$ cat src/rtl/pcie_rx_credit.sv
// Receive-side PCIe flow-control credit return: parses TLP headers from a 16-bit
// word stream and pulses posted / non-posted credit returns one cycle after each TLP ends.
module pcie_rx_credit #(
  parameter int         CNT_W  = 16,
  parameter logic [7:0] PD_MAX = 8'd255
) (
  input  logic             pcie_clk,
  input  logic             sys_rst_n,
  input  logic             rx_st,
  input  logic             rx_end,
  input  logic [15:0]      rx_data,
  output logic             ph_cr,
  output logic             pd_cr,
  output logic             nph_cr,
  output logic             npd_cr,
  output logic [7:0]       pd_num,
  output logic [CNT_W-1:0] cnt_ph,
  output logic [CNT_W-1:0] cnt_pd,
  output logic [CNT_W-1:0] cnt_nph,
  output logic [CNT_W-1:0] cnt_npd,
  output logic             err_short,
  output logic             err_len
);

  typedef enum logic [1:0] {IDLE, HDR1, BODY, RET} state_t;

  state_t      state, state_nxt;
  logic        has_data;
  logic [4:0]  tlp_type;
  logic [9:0]  tlp_len;
  logic        latch_hdr, latch_len, ret_go, short_evt;
  logic [9:0]  len_eff;
  logic        is_posted, is_nonposted;
  logic [10:0] pd_raw;
  logic [7:0]  pd_val;
  logic        pd_ovf;
  logic [1:0]  unused_bits;

  assign unused_bits = {rx_data[15], rx_data[13]};

  // Data credits are ceil(LenDW/4); a Length field of zero encodes 1024 DW.
  function automatic logic [10:0] pd_credits(input logic [9:0] length);
    logic [10:0] len_dw;
    len_dw = (length == 10'd0) ? 11'd1024 : {1'b0, length};
    return (len_dw + 11'd3) >> 2;
  endfunction

  function automatic logic [7:0] pd_saturate(input logic [10:0] credits);
    return (credits > {3'b000, PD_MAX}) ? PD_MAX : credits[7:0];
  endfunction

  always_comb begin
    state_nxt = state;
    latch_hdr = 1'b0;
    latch_len = 1'b0;
    ret_go    = 1'b0;
    short_evt = 1'b0;
    case (state)
      IDLE: begin
        if (rx_st && rx_end) begin
          short_evt = 1'b1;
        end else if (rx_st) begin
          latch_hdr = 1'b1;
          state_nxt = HDR1;
        end
      end
      HDR1: begin
        if (rx_st && rx_end) begin
          short_evt = 1'b1;
          state_nxt = IDLE;
        end else if (rx_st) begin
          short_evt = 1'b1;
          latch_hdr = 1'b1;
          state_nxt = HDR1;
        end else begin
          latch_len = 1'b1;
          if (rx_end) begin
            ret_go    = 1'b1;
            state_nxt = RET;
          end else begin
            state_nxt = BODY;
          end
        end
      end
      BODY: begin
        if (rx_st && rx_end) begin
          short_evt = 1'b1;
          state_nxt = IDLE;
        end else if (rx_st) begin
          short_evt = 1'b1;
          latch_hdr = 1'b1;
          state_nxt = HDR1;
        end else if (rx_end) begin
          ret_go    = 1'b1;
          state_nxt = RET;
        end
      end
      RET: begin
        // A new TLP may start in the return cycle without an idle gap.
        state_nxt = IDLE;
        if (rx_st && rx_end) begin
          short_evt = 1'b1;
        end else if (rx_st) begin
          latch_hdr = 1'b1;
          state_nxt = HDR1;
        end
      end
      default: state_nxt = IDLE;
    endcase
  end

  // A TLP ending on its second word supplies Length in the same cycle as rx_end.
  assign len_eff      = latch_len ? rx_data[9:0] : tlp_len;
  assign is_posted    = ((tlp_type == 5'b00000) && has_data) || (tlp_type[4:3] == 2'b10);
  assign is_nonposted = ((tlp_type == 5'b00000 || tlp_type == 5'b00001) && !has_data) ||
                        (tlp_type == 5'b00010) || (tlp_type[4:1] == 4'b0010);
  assign pd_raw       = pd_credits(len_eff);
  assign pd_val       = pd_saturate(pd_raw);
  assign pd_ovf       = pd_raw > {3'b000, PD_MAX};

  always_ff @(posedge pcie_clk) begin
    if (latch_hdr) begin
      has_data <= rx_data[14];
      tlp_type <= rx_data[12:8];
    end
    if (latch_len) tlp_len <= rx_data[9:0];
  end

  always_ff @(posedge pcie_clk or negedge sys_rst_n) begin
    if (!sys_rst_n) begin
      state     <= IDLE;
      ph_cr     <= 1'b0;
      pd_cr     <= 1'b0;
      nph_cr    <= 1'b0;
      npd_cr    <= 1'b0;
      pd_num    <= 8'd0;
      cnt_ph    <= '0;
      cnt_pd    <= '0;
      cnt_nph   <= '0;
      cnt_npd   <= '0;
      err_short <= 1'b0;
      err_len   <= 1'b0;
    end else begin
      state  <= state_nxt;
      ph_cr  <= ret_go && is_posted;
      pd_cr  <= ret_go && is_posted && has_data;
      nph_cr <= ret_go && is_nonposted;
      npd_cr <= ret_go && is_nonposted && has_data;
      if (ret_go && is_posted) cnt_ph <= cnt_ph + CNT_W'(1);
      if (ret_go && is_posted && has_data) begin
        pd_num <= pd_val;
        cnt_pd <= cnt_pd + CNT_W'(pd_val);
        if (pd_ovf) err_len <= 1'b1;
      end
      if (ret_go && is_nonposted) cnt_nph <= cnt_nph + CNT_W'(1);
      if (ret_go && is_nonposted && has_data) cnt_npd <= cnt_npd + CNT_W'(1);
      if (short_evt) err_short <= 1'b1;
    end
  end

endmodule

$ cat config.mk
export PLATFORM = sky130hd
export DESIGN_NAME = pcie_rx_credit
export DESIGN_NICKNAME = d
export VERILOG_FILES = /design/src/rtl/pcie_rx_credit.sv
export SDC_FILE = /design/constraint.sdc
export NUM_CORES = 1
export LEC_CHECK = 0
export ABC_AREA = 1
export CAP_MARGIN = 20
export CORE_MARGIN = 2
export CORE_UTILIZATION = 52
export DETAILED_ROUTE_END_ITERATION = 10
export PLACE_DENSITY = 0.78
export SYNTH_ARGS = -nofsm -noshare
export SYNTH_HDL_FRONTEND = slang
export SYNTH_SLANG_ARGS = --single-unit
$ cat constraint.sdc
create_clock -name pcie_clk -period 3.5 [get_ports pcie_clk]
set_input_delay 1.05 -clock pcie_clk [delete_from_list [all_inputs] [get_ports pcie_clk]]
set_output_delay 1.05 -clock pcie_clk [all_outputs]
set_load 0.05 [all_outputs]
==> results of run 1 <==
[path summary, 6_finish.rpt]
kind	from	slack [ns]	depth (start not counted)	to
worst max-delay path	rx_st	0.11	21	tlp_len[5]
worst min-delay path	err_short	0.48	1	err_short
worst max register to register	state[1]	0.29	19	cnt_pd[13]
worst min register to register	err_short	0.48	1	err_short
max in group asynchronous	sys_rst_n	2.38	2	cnt_npd[0]
min in group asynchronous	sys_rst_n	0.53	1	pd_num[2]
[kinds of logic after synthesis]
logic type | after synthesis | synth area share (%)
muxes | 1 | 0.217
buffers and inverters | 69 | 5.58
xor gates and xnor gates | 50 | 8.45
and+or+nand+nor | 353 | 29.9
AOI/OAI and AO/OA | 43 | 4.64
adders and majority gates | 21 | 5.22
DFF | 96 | 46.0
[cell usage in the layout, fill, tap and decap left out, drive strengths merged, types with 2 or more instances in the layout]
master and instances:
clkbuf 13, nor3b 2, clkdlybuf4s50 92, o211ai 2, xnor2 14, xor2 36
inv 56, nand2 213, nor3 14, buf 75, dfrtp 80, nand4 12
nand3 42, edfxtp 6, dfxtp 10, a21oi 9, or2 2, clkinv 4
ha 20, nor4 5, o21ai 24, nor2 49, nand3b 12, a31oi 3
[layout make-up]
class	count	area share, %
multi-input combinational	468	38.0
sequential	96	32.5
inverter	57	2.98
clock buffer	12	2.40
clock inverter	4	0.665
tap	133	2.27
timing repair buffer	168	21.2
[per-stage QoR]
stage               utilization (%)  total power (µW)  cells  hold slack, ns  setup WS (ns)
finish                         75.4              5920    938           0.483          0.108
global route                   75.4              6270    938           0.513        -0.0672
CTS                            74.3              5740    934           0.486        0.00777
detailed placement             68.5              4550    899           0.459         -0.757
global placement               68.5              4480    899           0.453         -0.680
floorplan                         -              3420    633           0.438        0.00439
[power breakdown]
group	switching [µW]	total [µW]	internal, µW
clock	392	804	412
sequential	259	1630	1370
combinational	1970	3490	1520
total	2620	5920	3300
[worst register-to-register path: stages, from the launching register on]
cell	delay, ns
sky130_fd_sc_hd__dfrtp_1	0.43
sky130_fd_sc_hd__inv_1	0.12
sky130_fd_sc_hd__ha_1	0.30
sky130_fd_sc_hd__buf_4	0.28
sky130_fd_sc_hd__nand3_1	0.16
sky130_fd_sc_hd__nand2_4	0.12
sky130_fd_sc_hd__nand2_2	0.08
sky130_fd_sc_hd__nor2_2	0.14
sky130_fd_sc_hd__nand3_1	0.11
sky130_fd_sc_hd__nand2_1	0.13
sky130_fd_sc_hd__nand2_4	0.07
sky130_fd_sc_hd__ha_4	0.26
sky130_fd_sc_hd__nand2_1	0.06
sky130_fd_sc_hd__or2_4	0.25
sky130_fd_sc_hd__nand3_2	0.08
sky130_fd_sc_hd__nand2_2	0.08
sky130_fd_sc_hd__a21oi_4	0.22
sky130_fd_sc_hd__nand2_1	0.09
sky130_fd_sc_hd__nand2_1	0.06
sky130_fd_sc_hd__nand2_1	0.05
[registers in the layout, indices dropped and copies added, names as in the netlist, 2 cells and up]
signal and flops:
cnt_npd 16, cnt_nph 16, cnt_pd 16, cnt_ph 16
pd_num 8, state 2, tlp_len 10, tlp_type 5
[per-layer routing]
layer  routed length, µm  part of all wire [%]  GRT usage, %  vias to the layer above
li1                    -                     -             -                     2366
met1                5500                    42          29.1                     2322
met2                6700                    51          41.6                      160
met3                 577                   4.4          3.46                       36
met4                 428                   3.2          12.4                        0
met5                   0                     0             0                        -
[repair_timing]
item | CTS | global route
endpoints found under the setup margin | 14 | 13
gates resized for setup | 53 | 21
hold buffers | 0 | 0
pin swaps | 19 | 22
gates cloned | 2 | 0
hold endpoints to repair | 0 | 0
buffers inserted | 17 | 3
==> flow_results.org, run 1 <==
** Run status
- Outcome :: finished clean

** Cells and area
- After filler insertion, the fill cell instance count of the layout stands at between 600 and 700.
- The finished cells cover 7340 µm².
- In the final layout, flip-flops and latches occupy 2380 µm².
- The number of antenna diodes in the final layout is 0.
- Compared with the post-synthesis result, the final layout area differs by 41.7%.
- Proportion of layout cells with a drive suffix above 1 :: between 15 and 20%
- Post-layout net count :: around 840
- In the final layout, the multi-input gates occupy 2790 µm².

** Clock network
- Number of H-tree branching levels :: 3
- The clock passes through at most 2 buffers.
- The number of clock buffers added by TritonCTS is 9.
- CTS Root Cell :: sky130_fd_sc_hd__clkbuf_8
- Clock transition at the registers of the reported paths :: ~0.1 ns
- The clock reaches the later pin of the worst-skew pair after between 0.3 and 0.4 ns.
- CTS tree :: done
- For this design, the sink count on the clock tree is 96.

** Setup path
- The slowest stage of the critical path is the sky130_fd_sc_hd__ha_4 cell.
- Capturing element type of the critical path :: flip-flop
- Startpoint class of the critical path :: primary input
- Worst path most repeated cell :: sky130_fd_sc_hd__buf_4
- Family of cells with the greatest summed delay on the critical path :: buffers and inverters
- Data required time at the worst endpoint :: ~3.8 ns
- Top fanout value on the critical path :: 6
- The largest single stage delay on the critical path is about 0.17 ns.
- Data arrival time at the worst-slack endpoint :: 3.66 ns
- Walking the worst path, the cells encountered are clkbuf_2 > ha_4 > nor2_4 > nand2_4 > buf_12 > nand2_4 > nand2_4 > buf_4 > buf_4 > buf_4 > buf_4 > buf_4 > buf_4 > buf_4 > buf_4 > buf_4 > buf_4 > buf_4 > buf_4 > buf_4 > buf_4.
- Buf+Inv Stages, Crit Path :: 16
- The worst setup path is of the in2reg kind.

** Placement
- Number of buffer cells added on primary ports :: between 90 and 100
- Post-DP Area :: about 6700 µm²
- Last weighted congestion value of the routability-driven placer :: about 0.86
- Placed wire-length estimate after detailed placement :: 8850 µm

** Global routing
- Number of antenna violations at the first check in global routing :: 0
- For this run, the total global-route usage over all layers was measured as between 20% and 30%.
- The first global-routing pass estimated ~21,000 µm of wire.
- Overall overflow remaining after global route :: 0
- Maximum number of pins on one net before global-route repair :: just over 80
- Via count of the first global-routing pass :: 4,705

** Floorplan
- Chip Height :: between 100 and 150 µm
- Standard-cell rows :: 36
- Area inside the core boundary :: ~9700 µm²
- Initial cell density of the core :: 53.3%
- I/O pin count :: 98
- Die Outline Area :: 10,800 µm²
- Overall die width :: between 100 and 150 µm

** STA
- Number of pins exceeding their max-slew limit in the final report :: 0
- Highest achievable clock rate :: 295 MHz
- At the pin with the least slew margin, the transition time is 0.547 ns.
- After layout, the minimum clock period comes to ~3.4 ns.
- Dividing the final minimum period by the clock period gives a little over nine tenths.
- Endpoints failing setup :: 0
- Setup repair after global routing could not meet its margin everywhere.
- Setup total negative slack on the finished layout was measured at 0 ns.
- Headroom to the max-slew limit :: 63.4%
- For the final database, setup skew stands at between 0.01 and 0.015 ns.
- Hold violation count in the final report :: 0

** Detailed routing
- Antenna-violating nets left :: 0
- The first detailed-routing pass ran for 5 iterations.
- DRC violations left :: 0
- Wire length after detailed routing :: 13,200 µm
- Vias :: 4,884
- First-iteration detailed-routing DRC count :: between 200 and 250
- Number of vias per cell :: 5.21
- Detail-routed net length per standard cell :: approximately 14 µm

** Pwr
- Peak VDD IR :: 0.838 mV
- Dividing total power by cell area gives a power density of around 810 nW/µm².
- The analysis attributes to cell leakage a power of 0.00348 µW.

** Hold path
- The tightest min-delay check is of the reg2reg type.

** Logic synthesis
- Top-area cell type share of the netlist area :: around two fifths
- In the synthesized netlist the async set-or-reset flop fraction comes to a little over four fifths.
- Averaged over all synthesized cells, the footprint is 8.19 µm².
- The synthesized netlist contains 40 unique library cells.
- Largest area contributor in the synthesized netlist :: sky130_fd_sc_hd__dfrtp_1
- Synthesis inferred 96 register bits.
- sky130_fd_sc_hd__nand2_1 is the most common cell in the netlist.
- Yosys printed 0 warnings.
- Synthesis produced a netlist whose cell count is around 630.
- Sequential area share after synthesis :: roughly 46%
- For this run, the leading register cell type out of synthesis is sky130_fd_sc_hd__dfrtp_1.
- Cell area after technology mapping :: 5180 µm²
- Ranking of synthesized cells by instance count :: sky130_fd_sc_hd__nand2_1, sky130_fd_sc_hd__dfrtp_1, sky130_fd_sc_hd__inv_1
- By area the synthesized netlist is led by sky130_fd_sc_hd__dfrtp_1, sky130_fd_sc_hd__nand2_1, sky130_fd_sc_hd__xor2_1.
- Net count of the mapped netlist :: just under 700
- Number of synthesized flops with an enable pin :: 6

** Run
- Max-cap violations in this run came to 0.
Power figures use the tool's default switching activity.
==> run 2: changes to the inputs <==
--- a/config.mk
+++ b/config.mk
@@ -8,9 +8,11 @@
 export ABC_AREA = 1
 export CAP_MARGIN = 20
 export CORE_MARGIN = 2
-export CORE_UTILIZATION = 52
+export CORE_UTILIZATION = 44
 export DETAILED_ROUTE_END_ITERATION = 10
-export PLACE_DENSITY = 0.78
+export HOLD_SLACK_MARGIN = 0.15
+export PLACE_DENSITY = 0.67
+export REMOVE_ABC_BUFFERS = 1
 export SYNTH_ARGS = -nofsm -noshare
 export SYNTH_HDL_FRONTEND = slang
 export SYNTH_SLANG_ARGS = --single-unit
==> flow_results.org, run 2 (synthesis gave the netlist of run 1 again) <==
** Run status
- Outcome :: finished clean

** Detailed routing
- The first detailed-routing pass took 4 iterations.
- Number of vias per cell :: 5.10
- Wires add up to between 10,000 and 15,000 µm.
- Vias :: approximately 4,800
- Detail-routed net length per standard cell :: about 14 µm
- DRC violations left :: 0
- In this run the remaining antenna-violating nets after routing total 0.
- After the first detailed-routing iteration, the DRC count stood at 277.

** Global routing
- The via count of the first global-routing pass was around 4,700.
- Wire length of the first global-routing pass :: 21,700 µm
- Maximum number of pins on one net before global-route repair :: 52
- Overall overflow remaining after global route :: 0
- Number of antenna violations at the first check in global routing :: 0
- Tot GR Track Use :: 21.1%

** Clock network
- Number of H-tree branching levels :: 3
- In this run the deepest clock path goes through 2 buffers.
- Clock transition at the registers of the reported paths :: 0.07 ns
- Hold_buf cts :: 0
- Number of clock sinks seen by CTS :: 96
- The tree is rooted in a sky130_fd_sc_hd__clkbuf_16.
- TritonCTS built the clock tree.
- Insertion delay to the later sink of the worst-skew pair :: 0.34 ns
- Number of buffers created by CTS :: 9

** Floorplan
- Standard-cell rows :: 39
- slightly below 100 I/O pins were placed.
- Chip Height :: around 110 µm
- The floorplan step defined a core boundary enclosing about 11,000 µm².
- Initial cell density of the core :: 45.2%
- Measured along the x axis, the die boundary spans ~110 µm.
- The die covers 12,700 µm².

** Setup path
- Family of cells with the greatest summed delay on the critical path :: simple AND/OR/NAND/NOR gates
- Kind of critical path :: in2reg
- The cell that appears most often on the critical path is sky130_fd_sc_hd__nand2_1.
- At the worst endpoint, the required time is between 3 and 4 ns.
- STA classifies the critical path endpoint as a flip-flop.
- Highest-delay cell along the critical path :: sky130_fd_sc_hd__o21ai_0
- Biggest cell delay along the critical path :: ~0.3 ns
- The worst setup path is launched from a primary input.
- Along the worst path, the maximum fanout reaches 8.
- For the worst setup path, the data arrival time is approximately 3.7 ns.
- The signal on the critical path passes through buf_4 > ha_4 > nor2_4 > buf_6 > buf_6 > nand3_2 > nand2_2 > nand2_2 > nor2_4 > nand3_2 > nand2_2 > clkinv_4 > nand2_4 > ha_4 > buf_4 > nand2_1 > o21ai_0 > nand2_1 > nand2_1 > xor2_1 > nand2_1 > nand2_1.
- Together, buffers and inverters on the worst path number 5.

** STA
- The final max-slew violation count was 0.
- Min Hold Slack :: 0.482 ns
- Across the routed clock network, the largest skew measured is roughly 0.0094 ns.
- The final count of hold timing violations came to 0.
- Setup violations remaining at the end of the flow were counted as 0.
- Timing would allow up to 290 MHz.
- Post-route minimum period :: about 3.5 ns
- RSZ-0062 raised after global routing :: yes
- Headroom to the max-slew limit :: 56.1%
- Slew of the pin with the lowest slew margin :: approximately 0.66 ns
- Final cycle utilization of the critical path :: 98.6%

** Placement
- Buffers placed on the I/O ports in this run total 95.
- Last weighted congestion value of the routability-driven placer :: 0.851
- In this run, placement finished with an instance count of 915.
- Summed over all nets, the half-perimeter wirelength after detailed placement is 9010 µm.

** Cells and area
- Commonest non-fill, non-tap cells in the layout :: sky130_fd_sc_hd__nand2_1, sky130_fd_sc_hd__clkdlybuf4s50_1, sky130_fd_sc_hd__dfrtp_1, sky130_fd_sc_hd__buf_4, sky130_fd_sc_hd__inv_1
- For this run, the post-layout net count is between 800 and 900.
- 0 antenna diodes ended up in the layout.
- The filler cells instantiated in the layout total roughly 900.
- For this run, the share of the core covered by cells in the final layout is between 60 and 70%.
- Leading cell type in the layout, fill and taps excluded :: sky130_fd_sc_hd__nand2_1
- The area growth from synthesis to layout is 44.7%.
- Proportion of layout cells with a drive suffix above 1 :: between 20 and 25%
- Non-Filler Instances :: roughly 950

** Pwr
- Reported leakage power :: around 0.0035 µW
- Power per unit of standard cell area :: 824 nW/µm²
- Final Total Pwr :: roughly 6000 µW
- Peak VDD IR :: about 0.73 mV

** Hold path
- Min-delay worst type :: reg2reg

** Run
- Across the run, the number of max-cap violations was 0.
==> run 2: changes by cell type in the layout (fill, tap and decap cells not counted), moves of 2 or more <==
cell and change:
sky130_fd_sc_hd__o21ai_0 +2, sky130_fd_sc_hd__nand3_2 +3, sky130_fd_sc_hd__nand3_1 -2, sky130_fd_sc_hd__nand2_1 -2, sky130_fd_sc_hd__clkbuf_1 +3, sky130_fd_sc_hd__buf_16 -2
sky130_fd_sc_hd__buf_4 -4, sky130_fd_sc_hd__nand2_4 +2, sky130_fd_sc_hd__clkbuf_16 +8, sky130_fd_sc_hd__o21ai_1 -2, sky130_fd_sc_hd__clkbuf_8 -10, sky130_fd_sc_hd__buf_6 +7
==> run 2: metrics by stage <==
step / setup TNS, ns / cell area [µm²] / setup WS [ns]
after global placement: -9.12 / 6680 / -0.734
after global routing: -0.551 / 7500 / -0.121
after detailed placement: -9.76 / 6680 / -0.773
after CTS: -0.0304 / 7190 / -0.0127
after floorplan: -6.41 / 5110 / -0.669
final: 0 / 7500 / 0.0480
==> run 2: layout make-up <==
| cell class | count | area [µm²] | share of cell area (%) |
|---|---|---|---|
| clock inverter | 3 | 65.1 | 0.868 |
| tap | 143 | 179 | 2.39 |
| multi-input combinational | 468 | 2840 | 37.9 |
| clock buffer | 13 | 250 | 3.34 |
| sequential | 96 | 2380 | 31.8 |
| inverter | 57 | 219 | 2.92 |
| timing repair buffer | 169 | 1560 | 20.8 |
==> run 2: metal layers <==
layer  GRT usage [%]  vias up  wire (µm)
met5               0        -          0
met2            36.7      120       6850
met4            6.34        0        209
met1            26.2     2321       5710
li1                -     2377          -
met3            5.02       20        503
==> run 2: worst paths after layout <==
path / start / to / slack [ns] / depth (start not counted)
min in group asynchronous: sys_rst_n / cnt_ph[12] / 0.73 / 1
max in group asynchronous: sys_rst_n / pd_num[1] / 2.16 / 2
max: rx_st / cnt_pd[12] / 0.05 / 22
min: err_len / err_len / 0.48 / 1
max reg2reg: state[1] / cnt_pd[12] / 0.17 / 20
min reg2reg: err_len / err_len / 0.48 / 1
==> run 2: repair_timing <==
action | CTS | global route
pin swaps | 18 | 13
endpoints found under the setup margin | 14 | 12
resized for setup | 41 | 56
buffers inserted | 6 | 12
==> run 2: power by group <==
| part | switching [µW] | leakage [µW] | internal [µW] |
|---|---|---|---|
| Clock | 407 | 0.000154 | 646 |
| Combinational | 1980 | 0.00223 | 1530 |
| Sequential | 258 | 0.00115 | 1370 |
| Total | 2640 | 0.00354 | 3540 |
